### src/rtl/alu_seq.sv
// Sequential ALU: single-cycle logic/arith ops plus an optional shift-add multiplier.
// Define ALU_SEQ_MUL_EN to build the multi-cycle MUL for op 7; otherwise op 7 is unsigned set-less-than.
module alu_seq #(
    parameter int WIDTH = 8
) (
    input  logic             clk,
    input  logic             rst,
    input  logic             start,
    input  logic [2:0]       op,
    input  logic [WIDTH-1:0] a,
    input  logic [WIDTH-1:0] b,
    output logic [WIDTH-1:0] c,
    output logic [WIDTH-1:0] c_hi,
    output logic             zero,
    output logic             carry,
    output logic             ovf,
    output logic             busy,
    output logic             done
);

    localparam logic [2:0] OP_ADD = 3'd0;
    localparam logic [2:0] OP_SUB = 3'd1;
    localparam logic [2:0] OP_AND = 3'd2;
    localparam logic [2:0] OP_OR  = 3'd3;
    localparam logic [2:0] OP_XOR = 3'd4;
    localparam logic [2:0] OP_SHL = 3'd5;
    localparam logic [2:0] OP_SHR = 3'd6;
    localparam logic [2:0] OP_OP7 = 3'd7;

    logic [WIDTH:0]   sum;
    logic [WIDTH:0]   diff;
    logic [WIDTH-1:0] res;
    logic             res_carry;
    logic             res_ovf;

    // Extra top bit of sum/diff yields carry-out and borrow directly.
    assign sum  = {1'b0, a} + {1'b0, b};
    assign diff = {1'b0, a} - {1'b0, b};

    always_comb begin
        res       = '0;
        res_carry = 1'b0;
        res_ovf   = 1'b0;
        case (op)
            OP_ADD: begin
                res       = sum[WIDTH-1:0];
                res_carry = sum[WIDTH];
                res_ovf   = (a[WIDTH-1] == b[WIDTH-1]) && (sum[WIDTH-1] != a[WIDTH-1]);
            end
            OP_SUB: begin
                res       = diff[WIDTH-1:0];
                res_carry = diff[WIDTH];
                res_ovf   = (a[WIDTH-1] != b[WIDTH-1]) && (diff[WIDTH-1] != a[WIDTH-1]);
            end
            OP_AND: res = a & b;
            OP_OR:  res = a | b;
            OP_XOR: res = a ^ b;
            OP_SHL: begin
                res       = {a[WIDTH-2:0], 1'b0};
                res_carry = a[WIDTH-1];
            end
            OP_SHR: begin
                res       = {1'b0, a[WIDTH-1:1]};
                res_carry = a[0];
            end
            OP_OP7: begin
`ifdef ALU_SEQ_MUL_EN
                res = '0;
`else
                res = {{(WIDTH-1){1'b0}}, (a < b)};
`endif
            end
            default: res = '0;
        endcase
    end

`ifdef ALU_SEQ_MUL_EN

    typedef enum logic {
        IDLE,
        MUL
    } state_t;

    localparam int CNT_W = (WIDTH > 1) ? $clog2(WIDTH) : 1;

    state_t             state;
    logic [CNT_W-1:0]   count;
    logic [2*WIDTH-1:0] acc;
    logic [2*WIDTH-1:0] mcand;
    logic [WIDTH-1:0]   mplier;
    logic [2*WIDTH-1:0] acc_next;

    assign acc_next = acc + (mplier[0] ? mcand : '0);

    // Operands are captured into mcand/mplier so input changes mid-MUL are invisible.
    always_ff @(posedge clk or posedge rst) begin
        if (rst) begin
            state  <= IDLE;
            c      <= '0;
            c_hi   <= '0;
            zero   <= 1'b1;
            carry  <= 1'b0;
            ovf    <= 1'b0;
            busy   <= 1'b0;
            done   <= 1'b0;
            count  <= '0;
            acc    <= '0;
            mcand  <= '0;
            mplier <= '0;
        end else begin
            done <= 1'b0;
            case (state)
                IDLE: begin
                    if (start) begin
                        if (op == OP_OP7) begin
                            state  <= MUL;
                            busy   <= 1'b1;
                            count  <= '0;
                            acc    <= '0;
                            mcand  <= {{WIDTH{1'b0}}, a};
                            mplier <= b;
                        end else begin
                            c     <= res;
                            c_hi  <= '0;
                            zero  <= (res == '0);
                            carry <= res_carry;
                            ovf   <= res_ovf;
                            done  <= 1'b1;
                        end
                    end
                end
                MUL: begin
                    acc    <= acc_next;
                    mcand  <= mcand << 1;
                    mplier <= mplier >> 1;
                    count  <= count + 1'b1;
                    // Always runs all WIDTH iterations, even for zero operands.
                    if (count == CNT_W'(WIDTH - 1)) begin
                        state <= IDLE;
                        busy  <= 1'b0;
                        done  <= 1'b1;
                        count <= '0;
                        c     <= acc_next[WIDTH-1:0];
                        c_hi  <= acc_next[2*WIDTH-1:WIDTH];
                        zero  <= (acc_next == '0);
                        carry <= (acc_next[2*WIDTH-1:WIDTH] != '0);
                        ovf   <= 1'b0;
                    end
                end
                default: state <= IDLE;
            endcase
        end
    end

`else

    assign busy = 1'b0;

    always_ff @(posedge clk or posedge rst) begin
        if (rst) begin
            c     <= '0;
            c_hi  <= '0;
            zero  <= 1'b1;
            carry <= 1'b0;
            ovf   <= 1'b0;
            done  <= 1'b0;
        end else begin
            done <= 1'b0;
            if (start) begin
                c     <= res;
                c_hi  <= '0;
                zero  <= (res == '0);
                carry <= res_carry;
                ovf   <= res_ovf;
                done  <= 1'b1;
            end
        end
    end

`endif

endmodule

### config.mk
export PLATFORM = sky130hd
export DESIGN_NAME = alu_seq
export DESIGN_NICKNAME = d
export VERILOG_FILES = /design/src/rtl/alu_seq.sv
export SDC_FILE = /design/constraint.sdc
export NUM_CORES = 1
export LEC_CHECK = 0
export ABC_AREA = 0
export CAP_MARGIN = 40
export CORE_ASPECT_RATIO = 1.75
export CORE_MARGIN = 2
export CORE_UTILIZATION = 48
export CTS_CLUSTER_DIAMETER = 50
export DETAILED_ROUTE_END_ITERATION = 10
export GPL_ROUTABILITY_DRIVEN = 0
export PLACE_DENSITY = 0.75
export SLEW_MARGIN = 20
export SYNTH_ARGS = -nofsm -noshare
export SYNTH_HDL_FRONTEND = slang
export SYNTH_SLANG_ARGS = --single-unit
### constraint.sdc
create_clock -name clk -period 0.9 [get_ports clk]
set_input_delay 0.18 -clock clk [delete_from_list [all_inputs] [get_ports clk]]
set_output_delay 0.18 -clock clk [all_outputs]
set_load 0.005 [all_outputs]
==> out/results.txt <==
pre-CTS setup slack: -2.42 ns
period utilization: 2.94
Area Growth Syn to Fin: 86.5%
Post-DP HPWL: 4860 um
failing checks: negative setup slack
Synth Area in Adders: 0.186
Area contributors post-synth: ha_1 16%, dfrtp_1 15%, inv_1 6.0%, a21oi_1 3.8%, buf_4 3.7%
post-synthesis async set-or-reset flop share: 1.00
clk_skew: 0 ns
Mapped Cells: 229
Primary FF master, synth: dfrtp_1
vias per std cell: 6.53
nets: 413
sequential area share after synthesis: 0.165
max cap viols: 0
Max VDD drop: 926 uV
number of global-route vias before repair: 2604
Initial Util: 0.503
Mapped Avg Cell Area: 7.98 um2
core area: 3630 um2
Yosys warning count: 0
Pwr Total: 3.50 mW
drt wl/cell: 24.9 um
remaining global-route overflow: 0
Max clock buf depth: 2
Fill cells: 111
CP endpoint kind: flop
IO Count: 43
remaining antenna violation count after routing: 0
Fmax: 377 MHz
main combinational cell family by area after synthesis: compound AO/OA/AOI/OAI gates
Synth top area share: 0.164
RSZ-0062 raised after global routing: yes
Tot GR Track Use: 0.368
most frequent cell after synthesis: inv_1
Critical Path Fanout Max: 2
final instance area: 3410 um2
Total Routed Length: 10200 um
leading area contributor after synthesis: ha_1
post-synthesis mux area share: 0.0589
Post-synth EDFFs: 0
worst min path class: primary input to async pin
H-tree lvl count: 1
Worst Slack Setup Final: -1.75 ns
complex-gate fraction of the synthesized area: 0.277
detailed router's first-iteration violation count: 179
Critical Path AT: 2.79 ns
vias: 2676
critical path cell sequence: buf_12 > inv_12 > ha_4 > fa_2 > or2_4 > a221oi_4 > o31a_2 > a2111oi_2 > o32a_1 > or4b_4 > o41ai_4
Clock Latency Late Sink: 0.25 ns
root buf cell: clkbuf_8
slowest CP cell: or4b_4
CTS clk-pin slew, worst paths: 0.06 ns
post-layout util: 0.939
DRC: 0
critical path class: primary input to flop
Cell Rows: 29
Die Y: 85.6 um
Worst Path Required: 1.04 ns
Netlist cell types: 58
Synth Area in XOR/XNOR: 0.0288
die area: 4330 um2
Clock Sink Count: 12
Slew Limit Fails: 0
width of the die: 50.6 um
post-synthesis simple-gate area fraction: 0.155
Setup crit start kind: primary input
max incr delay on CP: 0.56 ns
layout cells sized above 1: 0.585
CTS tree: done
first-pass GRT wire length: 12100 um
final hold violation count: 0
Seq cells post-synth: 12
Post-Syn Area: 1830 um2
TritonCTS buffer count: 3
diodes inserted: 0
Final setup viols: 23
Detailed Routing Iterations Pass 1: 5
Synth top cells by count: 29 x inv_1, 24 x ha_1, 16 x nor2_1
Buffers on Ports: 33
antenna violations before repair: 0
largest net degree at the start of global routing: 16
final hold slack: 0.136 ns
pwr dens: 1030 nW/um2
Placed Area: 2890 um2
Final min period: 2.65 ns
status: finished with violations
Lkg Pwr: 1.67 nW
## state kept, by name, summed over array words and instances, names as in the netlist
| signal | count |
|---|---|
| done | 1 |
| c | 8 |
| ovf | 1 |
| zero | 1 |
| carry | 1 |
## report_power, final
part | internal, mW | switching [mW] | leakage [nW]
registers | 0.615 | 0.0479 | 0.142
clock network | 0.314 | 0.230 | 0.0228
logic | 1.17 | 1.12 | 1.50
total | 2.10 | 1.40 | 1.67
## cell families after synthesis
group                      Yosys count
DFF                                 12
adders and majority gates           26
AOI/OAI and AO/OA                   67
xor gates and xnor gates             6
other                                1
and+or+nand+nor                     58
buffers and inverters               50
muxes                                9
## worst max-delay path, delay by kind of cell
family	cells	cell delay, ns
AOI/OAI and AO/OA	5	1.19
and+or+nand+nor	2	0.81
adders and majority gates	2	0.49
buffers and inverters	2	0.12
## final timing paths
check                            startpoint           endpoint  slack (ns)  depth (start not counted)
max                                    a[0]   zero$_DFFE_PP1P_       -1.75                         11
min in group clk           c[7]$_DFFE_PP0P_   c[7]$_DFFE_PP0P_        0.51                          1
max reg2reg                c[4]$_DFFE_PP0P_   c[4]$_DFFE_PP0P_       -0.14                          3
max in group asynchronous               rst  carry$_DFFE_PP0P_        0.43                          3
min                                     rst   c[1]$_DFFE_PP0P_        0.14                          2
min reg2reg                c[7]$_DFFE_PP0P_   c[7]$_DFFE_PP0P_        0.51                          1
## placed cells by master (no fill, tap or decap), drive strengths merged, types with 3 or more instances in the layout
master | Yosys | routed
a211oi | 4 | 4
a21oi | 14 | 14
a22oi | 3 | 3
a31oi | 5 | 5
buf | 13 | 127
clkbuf | 6 | 6
conb | 1 | 9
dfrtp | 11 | 11
dlygate4sd2 | 0 | 5
dlymetal6s2s | 0 | 4
ha | 24 | 24
inv | 31 | 31
mux2 | 4 | 4
mux2i | 4 | 4
nand2 | 15 | 15
nand2b | 3 | 3
nand3 | 4 | 4
nor2 | 16 | 16
nor3 | 5 | 5
nor4 | 5 | 5
o21ai | 5 | 5
o22ai | 4 | 4
o311a | 3 | 3
o31ai | 3 | 3
or2 | 3 | 3
xnor2 | 4 | 4
## routing by layer
layer,GRT usage,vias up,share of wire
met5,0,-,0
met4,0.283,0,0.11
met3,0.0488,114,0.077
met2,0.700,235,0.50
met1,0.334,1254,0.31
li1,-,1073,-
## what timing repair did
action                     in CTS  in global routing
hold buffers                    0                  0
resized for setup             123                 48
pin swaps                      32                 21
setup buffers                  17                 10
setup endpoints to repair      23                 23
## area by class of cell
cell class	count	area, um2	share of cell area
Tap cell	46	57.6	0.0169
Clock buffer	4	45.0	0.0132
Sequential cell	12	302	0.0885
Multi-Input combinational cell	175	1750	0.515
Inverter	31	131	0.0386
Timing Repair Buffer	142	1120	0.328
## through the flow
step                      setup TNS, ns  std cells
after detailed placement         -21.70        381
final                            -13.74        410
after global placement           -21.10        381
after floorplan                   -9.47        237
after global routing             -14.53        410
after CTS                        -12.86        402
Power figures use the tool's default switching activity.
